===== src/rtl/pc_sequencer.sv =====
// Program parcel sequencer: tracks P, requests 16-parcel buffer line fills, handles branches/return jumps.
// Optional macro PC_BRANCH_CNT_EN adds a saturating taken-branch counter output o_branch_cnt.
module pc_sequencer #(
  parameter logic [23:0] RESET_P = 24'o0
) (
  input  logic        clk,
  input  logic        i_rst_n,
  input  logic        i_take_branch,
  input  logic        i_rtn_jump,
  input  logic [23:0] i_nxt_p,
  input  logic        i_issue,
  input  logic        i_two_parcel,
  input  logic        i_fetch_ack,
  output logic [23:0] o_p,
  output logic        o_fetch_req,
  output logic [23:0] o_fetch_addr,
  output logic        o_flush,
  output logic        o_stall,
  output logic        o_b00_we,
  output logic [23:0] o_b00_data
`ifdef PC_BRANCH_CNT_EN
  ,
  output logic [15:0] o_branch_cnt
`endif
);

  typedef enum logic [1:0] {IDLE, FETCH, RUN} state_e;

  state_e      state_q, state_d;
  logic [23:0] p_q, p_d;
  logic [19:0] line_q, line_d;
  logic        pend_q, pend_d;
  logic [19:0] pend_line_q, pend_line_d;
  logic        flush_q, flush_d;
  logic        b00_we_q, b00_we_d;
  logic [23:0] b00_data_q, b00_data_d;
  logic        br_acc;
  logic [23:0] p_inc;

  always_comb begin
    state_d     = state_q;
    p_d         = p_q;
    line_d      = line_q;
    pend_d      = pend_q;
    pend_line_d = pend_line_q;
    flush_d     = 1'b0;
    b00_we_d    = 1'b0;
    b00_data_d  = b00_data_q;
    br_acc      = i_take_branch && (state_q != IDLE);
    p_inc       = p_q + (i_two_parcel ? 24'd2 : 24'd1);

    // A branch redirects P immediately in both FETCH and RUN; only the fetch side differs.
    if (br_acc) begin
      p_d     = i_nxt_p;
      flush_d = 1'b1;
      if (i_rtn_jump) begin
        b00_we_d   = 1'b1;
        b00_data_d = p_q + 24'd2;
      end
    end

    case (state_q)
      IDLE: begin
        state_d = FETCH;
        line_d  = p_q[23:4];
      end
      FETCH: begin
        if (i_fetch_ack) begin
          pend_d = 1'b0;
          if (i_take_branch)  line_d  = i_nxt_p[23:4];
          else if (pend_q)    line_d  = pend_line_q;
          else                state_d = RUN;
        end else if (i_take_branch) begin
          // Outstanding request must hold; remember where to go once it is acked.
          pend_d      = 1'b1;
          pend_line_d = i_nxt_p[23:4];
        end
      end
      RUN: begin
        if (i_take_branch) begin
          state_d = FETCH;
          line_d  = i_nxt_p[23:4];
        end else if (i_issue) begin
          p_d = p_inc;
          if (p_inc[23:4] != p_q[23:4]) begin
            state_d = FETCH;
            line_d  = p_inc[23:4];
          end
        end
      end
      default: state_d = IDLE;
    endcase
  end

  always_ff @(posedge clk or negedge i_rst_n) begin
    if (!i_rst_n) begin
      state_q     <= IDLE;
      p_q         <= RESET_P;
      line_q      <= RESET_P[23:4];
      pend_q      <= 1'b0;
      pend_line_q <= '0;
      flush_q     <= 1'b0;
      b00_we_q    <= 1'b0;
      b00_data_q  <= '0;
    end else begin
      state_q     <= state_d;
      p_q         <= p_d;
      line_q      <= line_d;
      pend_q      <= pend_d;
      pend_line_q <= pend_line_d;
      flush_q     <= flush_d;
      b00_we_q    <= b00_we_d;
      b00_data_q  <= b00_data_d;
    end
  end

  assign o_p          = p_q;
  assign o_fetch_req  = (state_q == FETCH);
  assign o_fetch_addr = {line_q, 4'b0000};
  assign o_flush      = flush_q;
  assign o_stall      = (state_q != RUN);
  assign o_b00_we     = b00_we_q;
  assign o_b00_data   = b00_data_q;

`ifdef PC_BRANCH_CNT_EN
  logic [15:0] cnt_q, cnt_d;

  always_comb begin
    cnt_d = cnt_q;
    if (br_acc && (cnt_q != 16'hFFFF)) cnt_d = cnt_q + 16'd1;
  end

  always_ff @(posedge clk or negedge i_rst_n) begin
    if (!i_rst_n) cnt_q <= '0;
    else          cnt_q <= cnt_d;
  end

  assign o_branch_cnt = cnt_q;
`endif

endmodule

===== config.mk =====
export PLATFORM = sky130hd
export DESIGN_NAME = pc_sequencer
export DESIGN_NICKNAME = d
export VERILOG_FILES = /design/src/rtl/pc_sequencer.sv
export SDC_FILE = /design/constraint.sdc
export NUM_CORES = 1
export LEC_CHECK = 0
export ABC_CLOCK_PERIOD_IN_PS = 3200
export BUFFER_PORTS_ARGS = -buffer_cell sky130_fd_sc_hd__clkbuf_2
export CORE_ASPECT_RATIO = 0.9
export CORE_MARGIN = 2
export CORE_UTILIZATION = 50
export CTS_CLUSTER_SIZE = 16
export DETAILED_ROUTE_END_ITERATION = 12
export PLACE_DENSITY = 0.7
export SETUP_SLACK_MARGIN = 0.05
export SYNTH_ARGS = -nofsm -noshare
export SYNTH_HDL_FRONTEND = slang
export SYNTH_SLANG_ARGS = --single-unit

===== constraint.sdc =====
create_clock -name clk -period 3.2 [get_ports clk]
set_clock_uncertainty 0.2 [all_clocks]
set_input_delay 0.16 -clock clk [delete_from_list [all_inputs] [get_ports clk]]
set_output_delay 0.16 -clock clk [all_outputs]
set_load 0.02 [all_outputs]

==> summary.md, run 1 <==
| Metric | Value |
|---|---|
| RSZ-0062 raised after global routing | `yes` |
| Initial antenna violation count | `0` |
| Hold Crit Start | `i_rtn_jump` |
| CTS tree | `done` |
| Setup slack, reg-to-reg | `230 ps` |
| #FFs+latches synth | `93` |
| WL final | `17200 um` |
| Post-detailed-route count of antenna-violating nets | `0` |
| Worst setup EP type | `flip-flop` |
| Layout cells sized above 1 | `27.2%` |
| Critical path class | `flip-flop to flip-flop` |
| Final Critical Period | `2970 ps` |
| Post-synthesis sequential area ratio | `42.8%` |
| Most frequent cell after synthesis | `dfrtp_1` |
| Rel. slew slack | `46.1%` |
| CTS Buf Count | `9` |
| Commonest cells post-synth | `dfrtp_1 (93), nand2_1 (64), o21ai_0 (51), nor2_1 (47), a21oi_1 (42)` |
| Hold Crit Class | `input port to flip-flop` |
| Slowest stage cell, crit path | `or2_2` |
| Worst vdd ir | `0.746 mV` |
| Worst EP arrival | `3020 ps` |
| Total negative slack | `0 ps` |
| First-pass GRT wire length | `26400 um` |
| Fillers | `953` |
| CP Launch Type | `flip-flop` |
| Syn Area/Cell | `9.22 sq um` |
| Yosys top cell area share | `42.8%` |
| Post-route DRC | `0` |
| Seq. cell area | `0.00233 sq mm` |
| Detailed Route Iter0 Violations | `484` |
| Num ports | `107` |
| Crit Path Max Fanout | `18` |
| Ys async rst share | `100%` |
| Area after DPL | `0.00607 sq mm` |
| Pwr dens | `1140 mW/mm^2` |
| WP data required | `3250 ps` |
| Global route overflow | `0` |
| Leakage | `2.96 nW` |
| Hold Path Stages | `4` |
| Site Rows | `36` |
| H-tree levels | `3` |
| Routed len/inst | `20.3 um` |
| Run status | `finished, final reports clean` |
| Finish-stage setup viols | `0` |
| Gate Count Post-Synth | `590` |
| Top_reg_cell synth | `dfrtp_1` |
| IO buf count | `102` |
| Area grow syn2layout | `22.9%` |
| CTS clk-pin slew, worst paths | `60 ps` |
| Top cell type by total area after synthesis | `dfrtp_1` |
| Max_cap viols | `0` |
| DP HPWL | `12100 um` |
| Origin of the critical flop-to-flop path | `o_p[0]` |
| Tcrit/Tclk final | `92.8%` |
| Footprint of the multi-input gates | `0.00279 sq mm` |
| # clock sinks | `93` |
| Via-to-Cell Ratio | `6.07` |
| Finished Cell Area | `0.00669 sq mm` |
| Endpoints failing hold | `0` |
| GRT Overall Usage | `29.8%` |
| Die Y-Extent | `103 um` |
| Worst Path Buf+Inv | `2` |
| Initial Util | `50.8%` |
| Non-Filler Instances | `847` |
| Routed via count | `5144` |
| CTS Buffer Depth | `2` |
| Core area | `0.0107 sq mm` |
| Largest net degree at the start of global routing | `47` |
| Die X | `114 um` |
| Worst slew pin tran | `802 ps` |
| DRT Pass-1 Iters | `5` |
| Hold slack | `17.2 ps` |
| Slowest stage delay, CP | `480 ps` |
| Dpl cells | `804` |
| Worst-Skew Late Latency | `350 ps` |
| RR Endpoint | `line_q[12]` |
| Post-synth EDFFs | `0` |
| Top post-synthesis cells by area | `dfrtp_1 (43%), mux2_2 (5.0%), o21ai_0 (4.7%), nand2_1 (4.4%), a21oi_1 (3.9%)` |
| Netlist Area Pre-Place | `0.00544 sq mm` |
| FMAX | `337 MHz` |
| R2R cell count | `8` |
| Worst Hold End | `o_b00_we` |
| Post-synth cell types | `73` |
| Vias in the first global route | `4745` |
| Synth warn | `0` |
| NumNets Final | `748` |
| Root buf cell | `clkbuf_16` |
| Cell chain of the critical path | `ha_1 > inv_1 > fa_1 > nand3b_2 > o211a_1 > or2_2 > buf_4 > o31ai_1` |
| Antenna diodes | `0` |
| Critical path's top delay family | `simple AND/OR/NAND/NOR gates` |
| Max-slew violation count | `0` |
| GPL Wtd Cong | `0.925` |
| Die area | `0.0117 sq mm` |
state kept, by name, summed over array words and instances, names as in the netlist:
signal	cells
state_q	2
pend_q	1
pend_line_q	20
o_flush	1
o_b00_we	1
o_b00_data	24
line_q	20
o_p	24
routing by layer:
metal  share of wire [%]  GRT usage, %
met5                   0             0
met4                 1.6          8.63
met3                 7.6          6.11
met2                  46          46.4
met1                  45          42.4
worst reg2reg max path, stage by stage, from the launching register on:
cell and delay [ps]:
dfrtp_1 400, ha_1 190, inv_1 50, fa_1 410
nand3b_2 400, o211a_1 230, or2_2 480, buf_4 270
o31ai_1 250
cells in the final DEF (no fill, tap or decap), types with 5 or more instances in the layout:
master	Yosys	routed
a21oi_1	42	42
a221o_1	7	7
a311oi_1	6	6
a31oi_1	9	9
buf_4	18	33
clkbuf_16	0	9
clkbuf_2	0	101
dfrtp_1	93	93
dlygate4sd3_1	0	27
ha_1	7	7
inv_1	11	11
mux2_2	24	24
nand2_1	64	64
nand3_1	13	13
nand4_1	15	15
nor2_1	47	46
nor3_1	11	11
nor4_1	5	5
o21a_1	9	9
o21ai_0	51	51
o221a_2	6	6
o22ai_1	5	5
o31ai_1	8	8
xnor2_1	14	14
xor2_1	12	12
stage by stage:
stage	utilization, %	power [W]	worst slack (ps)
floorplan	-	0.00503	378
global placement	56.7	0.00624	300
detailed placement	56.7	0.00632	177
CTS	62.4	0.00761	148
global route	62.4	0.00814	45.5
finish	62.4	0.00765	229
power by group:
group	total (W)	leakage, nW	internal, W	switching, W
clock	0.00124	0.167	0.000784	0.000457
combinational	0.00401	1.69	0.00152	0.00250
sequential	0.00239	1.10	0.00177	0.000623
total	0.00765	2.96	0.00407	0.00358
worst max-delay path by stage:
stage,start,endpoint,cells past startpoint
global placement,o_p[0],line_q[12],8
CTS,o_p[0],line_q[12],8
finish,o_p[0],line_q[12],8
global route,o_p[0],line_q[12],8
floorplan,o_p[0],line_q[16],9
detailed placement,o_p[0],line_q[17],8
kinds of logic (layout without fill, tap and decap cells):
kind of cell,count (synthesis),count (layout),synth area share (%)
compound gates,179,179,21.7
flops,93,93,42.8
mux,27,27,5.52
simple gates,188,188,17.5
buf+inv,68,189,6.35
fa+ha+maj,8,8,1.98
xor+xnor,26,26,4.18
other cells,1,4,0.0689
area by class of cell:
class	count	share of cell area, %
multi-input combinational	432	41.6
sequential	93	34.8
timing repair buffer	161	15.3
clock buffer	12	3.68
tap	133	2.49
clock inverter	4	1.42
inverter	12	0.673
repair_timing:
item / in CTS / in global routing
hold buffers: 27 / 0
endpoints found under the hold margin: 88 / 0
endpoints found under the setup margin: 0 / 9
setup buffers: 0 / 0
resized for setup: 0 / 2
(Power assumes the default switching activity.)
==> run 2: changes to the inputs <==
--- a/config.mk
+++ b/config.mk
@@ -12,7 +12,7 @@
 export CORE_UTILIZATION = 50
 export CTS_CLUSTER_SIZE = 16
 export DETAILED_ROUTE_END_ITERATION = 12
-export PLACE_DENSITY = 0.7
+export PLACE_DENSITY_LB_ADDON = 0.08
 export SETUP_SLACK_MARGIN = 0.05
 export SYNTH_ARGS = -nofsm -noshare
 export SYNTH_HDL_FRONTEND = slang
==> summary.md, run 2 (same netlist as run 1, synthesis figures left out) <==
| Metric | Value |
|---|---|
| CP Launch Type | `flip-flop` |
| Hold Crit Class | `input port to flip-flop` |
| Combinational share of power | `52.3% (-0.2 points)` |
| Initial antenna violation count | `0 (unchanged)` |
| Clock share of power | `16.9% (+0.7 points)` |
| H-tree levels | `3 (unchanged)` |
| Rel. slew slack | `44.6% (-1.5 points)` |
| Detailed Route Iter0 Violations | `468 (-3.3%)` |
| Endpoints failing hold | `0 (unchanged)` |
| Worst vdd ir | `0.618 mV (-17%)` |
| CTS Buf Count | `9 (unchanged)` |
| Gr busiest metal | `met2` |
| Pwr dens | `1150 mW/mm^2 (+0.30%)` |
| Core area | `0.0107 sq mm (unchanged)` |
| Slowest stage delay, CP | `420 ps (-60 ps)` |
| GRT Overall Usage | `29.1% (-0.75 points)` |
| CTS Buffer Depth | `2 (unchanged)` |
| Antenna diodes | `0 (unchanged)` |
| Area grow syn2layout | `23.1%` |
| Util after Layout | `62.5% (+0.070 points)` |
| Worst EP arrival | `2950 ps (-70 ps)` |
| Site Rows | `36 (unchanged)` |
| First-pass GRT wire length | `25900 um (-1.9%)` |
| Footprint of the multi-input gates | `0.00279 sq mm (unchanged)` |
| Worst setup EP type | `flip-flop` |
| Final setup margin | `281 ps (+51.9 ps)` |
| Layout cells sized above 1 | `26.8% (-0.38 points)` |
| Via-to-Cell Ratio | `6.07 (about the same)` |
| DRT Pass-1 Iters | `5 (unchanged)` |
| Finish-stage setup viols | `0 (unchanged)` |
| Power consumption | `0.00768 W (+0.41%)` |
| Commonest cells after routing, fill and taps aside | `clkbuf_2 (101), dfrtp_1 (93), nand2_1 (64)` |
| Seq. cell area | `0.00233 sq mm (unchanged)` |
| Initial Util | `50.8% (unchanged)` |
| Largest net degree at the start of global routing | `55 (+17%)` |
| FMAX | `343 MHz (+1.8%)` |
| RSZ-0062 raised after global routing | `no` |
| Switching pwr | `0.00355 W (-0.65%)` |
| Internal power | `0.00412 W (+1.3%)` |
| Fillers | `960 (+0.73%)` |
| Register share of total power | `30.8% (-0.5 points)` |
| Leakage | `2.96 nW (about the same)` |
| Run status | `finished, final reports clean` |
| Worst slew pin tran | `831 ps (+29.3 ps)` |
| Met3 GRT Util | `6.47% (+0.35 points)` |
| Max-slew violation count | `0 (unchanged)` |
| Critical path class | `flip-flop to flip-flop` |
| Post-route DRC | `0 (unchanged)` |
| CTS clk-pin slew, worst paths | `70 ps (about the same)` |
| Worst-Skew Late Latency | `350 ps (about the same)` |
| Final Critical Period | `2920 ps (-51.9 ps)` |
| Slowest stage cell, crit path | `fa_1` |
| Cell chain of the critical path | `ha_1 > inv_1 > fa_1 > nand3b_2 > o211a_1 > or2_1 > buf_4 > o41ai_1` |
| Number of setup buffers added after CTS | `0 (unchanged)` |
| Tcrit/Tclk final | `91.2% (-1.6 points)` |
| IO buf count | `102 (unchanged)` |
| Met1 GRT Util | `42.0% (-0.41 points)` |
| CTS tree | `done` |
| Met2 usage | `43.6% (-2.8 points)` |
| Pre-CTS WS | `261 ps (+83.4 ps)` |
| WL final | `16900 um (-1.7%)` |
| NumNets Final | `747 (-0.13%)` |
| Root buf cell | `clkbuf_16` |
| GPL Wtd Cong | `0.889 (-3.9%)` |
| Die area | `0.0117 sq mm (unchanged)` |
| Routed len/inst | `20.0 um (-1.5%)` |
| Vias in the first global route | `4667 (-1.6%)` |
| Routed via count | `5138 (-0.12%)` |
| Max_cap viols | `0 (unchanged)` |
| DP HPWL | `11600 um (-4.4%)` |
| Crit Path Max Fanout | `26 (+8)` |
| Total negative slack | `0 ps (unchanged)` |
| Hold slack | `31.0 ps (+13.8 ps)` |
| Most common cell after layout, fill and taps aside | `clkbuf_2` |
| Die X | `114 um (unchanged)` |
| Global route overflow | `0 (unchanged)` |
| # clock sinks | `93 (unchanged)` |
| Num ports | `107 (unchanged)` |
| Post-detailed-route count of antenna-violating nets | `0 (unchanged)` |
| Die Y-Extent | `103 um (unchanged)` |
| Net Sw Frac | `46.3% (-0.49 points)` |
| WP data required | `3230 ps (-20 ps)` |
## run 2: cell types whose count changed in the layout (fill, tap and decap cells not counted), sizes merged
cell    delta
bufinv     +1
clkinv     -1
buf        -1
## run 2: worst paths after layout
path | endpoint | startpoint | depth (start not counted) | slack, ps
worst max-delay path | line_q[11] | o_p[0] | 8 | 280
worst min-delay path | o_b00_we | i_rtn_jump | 4 | 30
worst max register to register | line_q[11] | o_p[0] | 8 | 280
worst min register to register | o_b00_data[6] | o_b00_data[6] | 2 | 280
max in group asynchronous | line_q[4] | i_rst_n | 3 | 1800
min in group asynchronous | o_b00_data[11] | i_rst_n | 2 | 210
## run 2: layout make-up
cell class | instances | area share, %
clock buffers | 12 | 3.53
clock inverters | 4 | 1.79
inverters | 12 | 0.673
multi-input cells | 432 | 41.6
flip-flops and latches | 93 | 34.7
well taps | 133 | 2.48
repair buffers | 160 | 15.2
## run 2: power groups by stage
| stage | Clock, W | Combinational (W) | Sequential (W) |
|---|---|---|---|
| 2_1_floorplan | 0 | 0.00240 | 0.00263 |
| 3_3_place_gp | 0 | 0.00385 | 0.00234 |
| 3_5_place_dp | 0 | 0.00393 | 0.00237 |
| 6_report | 0.00130 | 0.00402 | 0.00236 |
| 5_1_grt | 0.00136 | 0.00436 | 0.00243 |
| 4_1_cts | 0.00132 | 0.00398 | 0.00235 |
## run 2: stage by stage
| stage | area [sq um] | std cells |
|---|---|---|
| 5_1_grt | 6700 | 846 |
| 2_1_floorplan | 5450 | 593 |
| 3_5_place_dp | 6070 | 803 |
| 4_1_cts | 6690 | 846 |
| 3_3_place_gp | 6070 | 803 |
| 6_report | 6700 | 846 |
## run 2: timing repair
item,4_1_cts,5_1_grt
endpoints found under the hold margin,95,0
hold buffers,27,0
gates resized for setup,0,1
endpoints found under the setup margin,0,2
## run 2: metal layers
layer / part of all wire (%) / up-vias
li1: - / 2387
met1: 44 / 2451
met2: 45 / 265
met3: 8.2 / 35
met4: 2.2 / 0
met5: 0 / -
## run 2: critical path: cells and delay by family, from the launching register on
family | cells | cell delay [ps]
AOI/OAI and AO/OA | 2 | 570
adders and majority gates | 2 | 620
buffers and inverters | 2 | 320
DFF | 1 | 400
and+or+nand+nor | 2 | 680
==> run 3: changes to the inputs <==
--- a/config.mk
+++ b/config.mk
@@ -5,11 +5,14 @@
 export SDC_FILE = /design/constraint.sdc
 export NUM_CORES = 1
 export LEC_CHECK = 0
+export ABC_AREA = 0
 export ABC_CLOCK_PERIOD_IN_PS = 3200
 export BUFFER_PORTS_ARGS = -buffer_cell sky130_fd_sc_hd__clkbuf_2
+export CELL_PAD_IN_SITES_DETAIL_PLACEMENT = 1
+export CELL_PAD_IN_SITES_GLOBAL_PLACEMENT = 1
 export CORE_ASPECT_RATIO = 0.9
 export CORE_MARGIN = 2
-export CORE_UTILIZATION = 50
+export CORE_UTILIZATION = 42
 export CTS_CLUSTER_SIZE = 16
 export DETAILED_ROUTE_END_ITERATION = 12
 export PLACE_DENSITY_LB_ADDON = 0.08
==> summary.md, run 3 (same netlist as run 1, synthesis figures left out) <==
| Metric | Value |
|---|---|
| Run status | `finished, final reports clean` |
| Antenna diodes | `0 (unchanged)` |
| Commonest cells after routing, fill and taps aside | `clkbuf_2 (101), dfrtp_1 (93), nand2_1 (64)` |
| Die X | `124 um (+8.8%)` |
| NumNets Final | `749 (+0.27%)` |
| Met1 GRT Util | `41.2% (-0.83 points)` |
| Initial Util | `42.9% (-7.9 points)` |
| IO buf count | `102 (unchanged)` |
| Worst slew pin tran | `830 ps (-0.514 ps)` |
| Dpl cells | `836 (+4.1%)` |
| Power consumption | `0.00789 W (+2.8%)` |
| Routed len/inst | `21.8 um (+9.1%)` |
| Hold Crit Class | `input port to flip-flop` |
| Max-slew violation count | `0 (unchanged)` |
| CTS clk-pin slew, worst paths | `70 ps (about the same)` |
| First-pass GRT wire length | `30200 um (+16%)` |
| Worst EP arrival | `3020 ps (+70 ps)` |
| Crit Path Max Fanout | `10 (-62%)` |
| Area after DPL | `0.00615 sq mm (+1.3%)` |
| Largest net degree at the start of global routing | `94 (+71%)` |
| Die area | `0.0139 sq mm (+18%)` |
| Layout cells sized above 1 | `27.3% (+0.52 points)` |
| H-tree levels | `3 (unchanged)` |
| Endpoints failing hold | `0 (unchanged)` |
| Finish-stage setup viols | `0 (unchanged)` |
| Routed via count | `5266 (+2.5%)` |
| Gr busiest metal | `met2` |
| Slowest stage cell, crit path | `or4_4` |
| CP Launch Type | `flip-flop` |
| Tcrit/Tclk final | `91.6% (+0.35 points)` |
| Cell chain of the critical path | `ha_1 > inv_1 > fa_1 > nand3b_2 > or4_4 > nor4_1 > o21ai_0 > a31oi_1` |
| WL final | `19100 um (+13%)` |
| Initial antenna violation count | `0 (unchanged)` |
| FMAX | `341 MHz (-0.38%)` |
| Die Y-Extent | `112 um (+8.8%)` |
| Met3 GRT Util | `5.69% (-0.78 points)` |
| Root buf cell | `clkbuf_16` |
| Leakage | `2.98 nW (+0.85%)` |
| Met2 usage | `44.4% (+0.77 points)` |
| Slowest stage delay, CP | `640 ps (+220 ps)` |
| Finished Cell Area | `0.00679 sq mm (+1.3%)` |
| Rel. slew slack | `44.1% (-0.42 points)` |
| Vias in the first global route | `5269 (+13%)` |
| Worst-Skew Late Latency | `360 ps (about the same)` |
| Area grow syn2layout | `24.7%` |
| Via-to-Cell Ratio | `6.00 (-1.2%)` |
| Core area | `0.0127 sq mm (+18%)` |
| WP data required | `3290 ps (+60 ps)` |
| Num ports | `107 (unchanged)` |
| Hold slack | `93.3 ps (+62.4 ps)` |
| Worst vdd ir | `0.678 mV (+9.8%)` |
| RSZ-0062 raised after global routing | `no` |
| Site Rows | `39 (+8.3%)` |
| Final Critical Period | `2930 ps (+11.2 ps)` |
| DP HPWL | `13600 um (+18%)` |
| CTS Buf Count | `9 (unchanged)` |
| CTS Buffer Depth | `2 (unchanged)` |
| Detailed Route Iter0 Violations | `381 (-19%)` |
| Post-route DRC | `0 (unchanged)` |
| Worst setup EP type | `flip-flop` |
| Max_cap viols | `0 (unchanged)` |
| Global route overflow | `0 (unchanged)` |
| GRT Overall Usage | `28.8% (-0.23 points)` |
| CTS tree | `done` |
| # clock sinks | `93 (unchanged)` |
| Total negative slack | `0 ps (unchanged)` |
| Critical path class | `flip-flop to flip-flop` |
| Pwr dens | `1160 mW/mm^2 (+1.5%)` |
| Post-detailed-route count of antenna-violating nets | `0 (unchanged)` |
| DRT Pass-1 Iters | `5 (unchanged)` |
| Most common cell after layout, fill and taps aside | `clkbuf_2` |
| GPL Wtd Cong | `0.880 (-1.0%)` |
| Non-Filler Instances | `878 (+3.8%)` |
## run 3: cell types whose count changed in the layout (fill, tap and decap cells not counted)
cell	change
buf_12	+2
clkbuf_1	-2
clkbuf_8	+1
or2_1	-1
or2_4	+1
## run 3: per-layer routing
layer	routed length, um	vias up
met5	0	-
met4	318	0
met3	1330	27
met2	8890	223
met1	8570	2631
li1	-	2385
## run 3: timing repair
action                                  CTS  global route
gates resized for setup                   1             2
endpoints found under the setup margin    2             3
pin swaps                                 0             0
endpoints found under the hold margin   139             0
hold buffers                             27             0
setup buffers                             0             0
## run 3: path summary, 6_finish.rpt
check / from / endpoint / slack, ps / cells past startpoint
max: o_p[0] / line_q[16] / 270 / 8
min: i_two_parcel / o_p[1] / 90 / 4
max reg2reg: o_p[0] / line_q[16] / 270 / 8
min reg2reg: o_b00_data[6] / o_b00_data[6] / 280 / 2
max in group asynchronous: i_rst_n / o_p[18] / 2190 / 3
min in group asynchronous: i_rst_n / o_b00_data[7] / 200 / 3
## run 3: stage by stage
step,setup slack (ps),utilization [%]
2_1_floorplan,378,-
3_3_place_gp,208,48.4
3_5_place_dp,61.9,48.4
4_1_cts,184,53.4
5_1_grt,117,53.5
6_report,270,53.5
## run 3: cell type report
class                      count  area [sq um]
sequential                    93          2330
fill                        1492          5900
multi-input combinational    432          2790
clock buffer                  11           243
timing repair buffer         162          1060
tap                          164           205
inverter                      12          45.0
clock inverter                 4           120
## run 3: where the power goes
group / switching [W] / internal [W] / total [W]
sequential: 0.000607 / 0.00177 / 0.00237
clock: 0.000478 / 0.000860 / 0.00134
combinational: 0.00262 / 0.00156 / 0.00418
total: 0.00370 / 0.00419 / 0.00789
## run 3: worst max-delay path, delay by kind of cell, from the launching register on
family                   cells  cell delay (ps)
AO/OA/AOI/OAI                2              300
adder cells (fa/ha/maj)      2              610
buffers and inverters        1               60
flip-flops                   1              400
AND/OR/NAND/NOR              3             1280
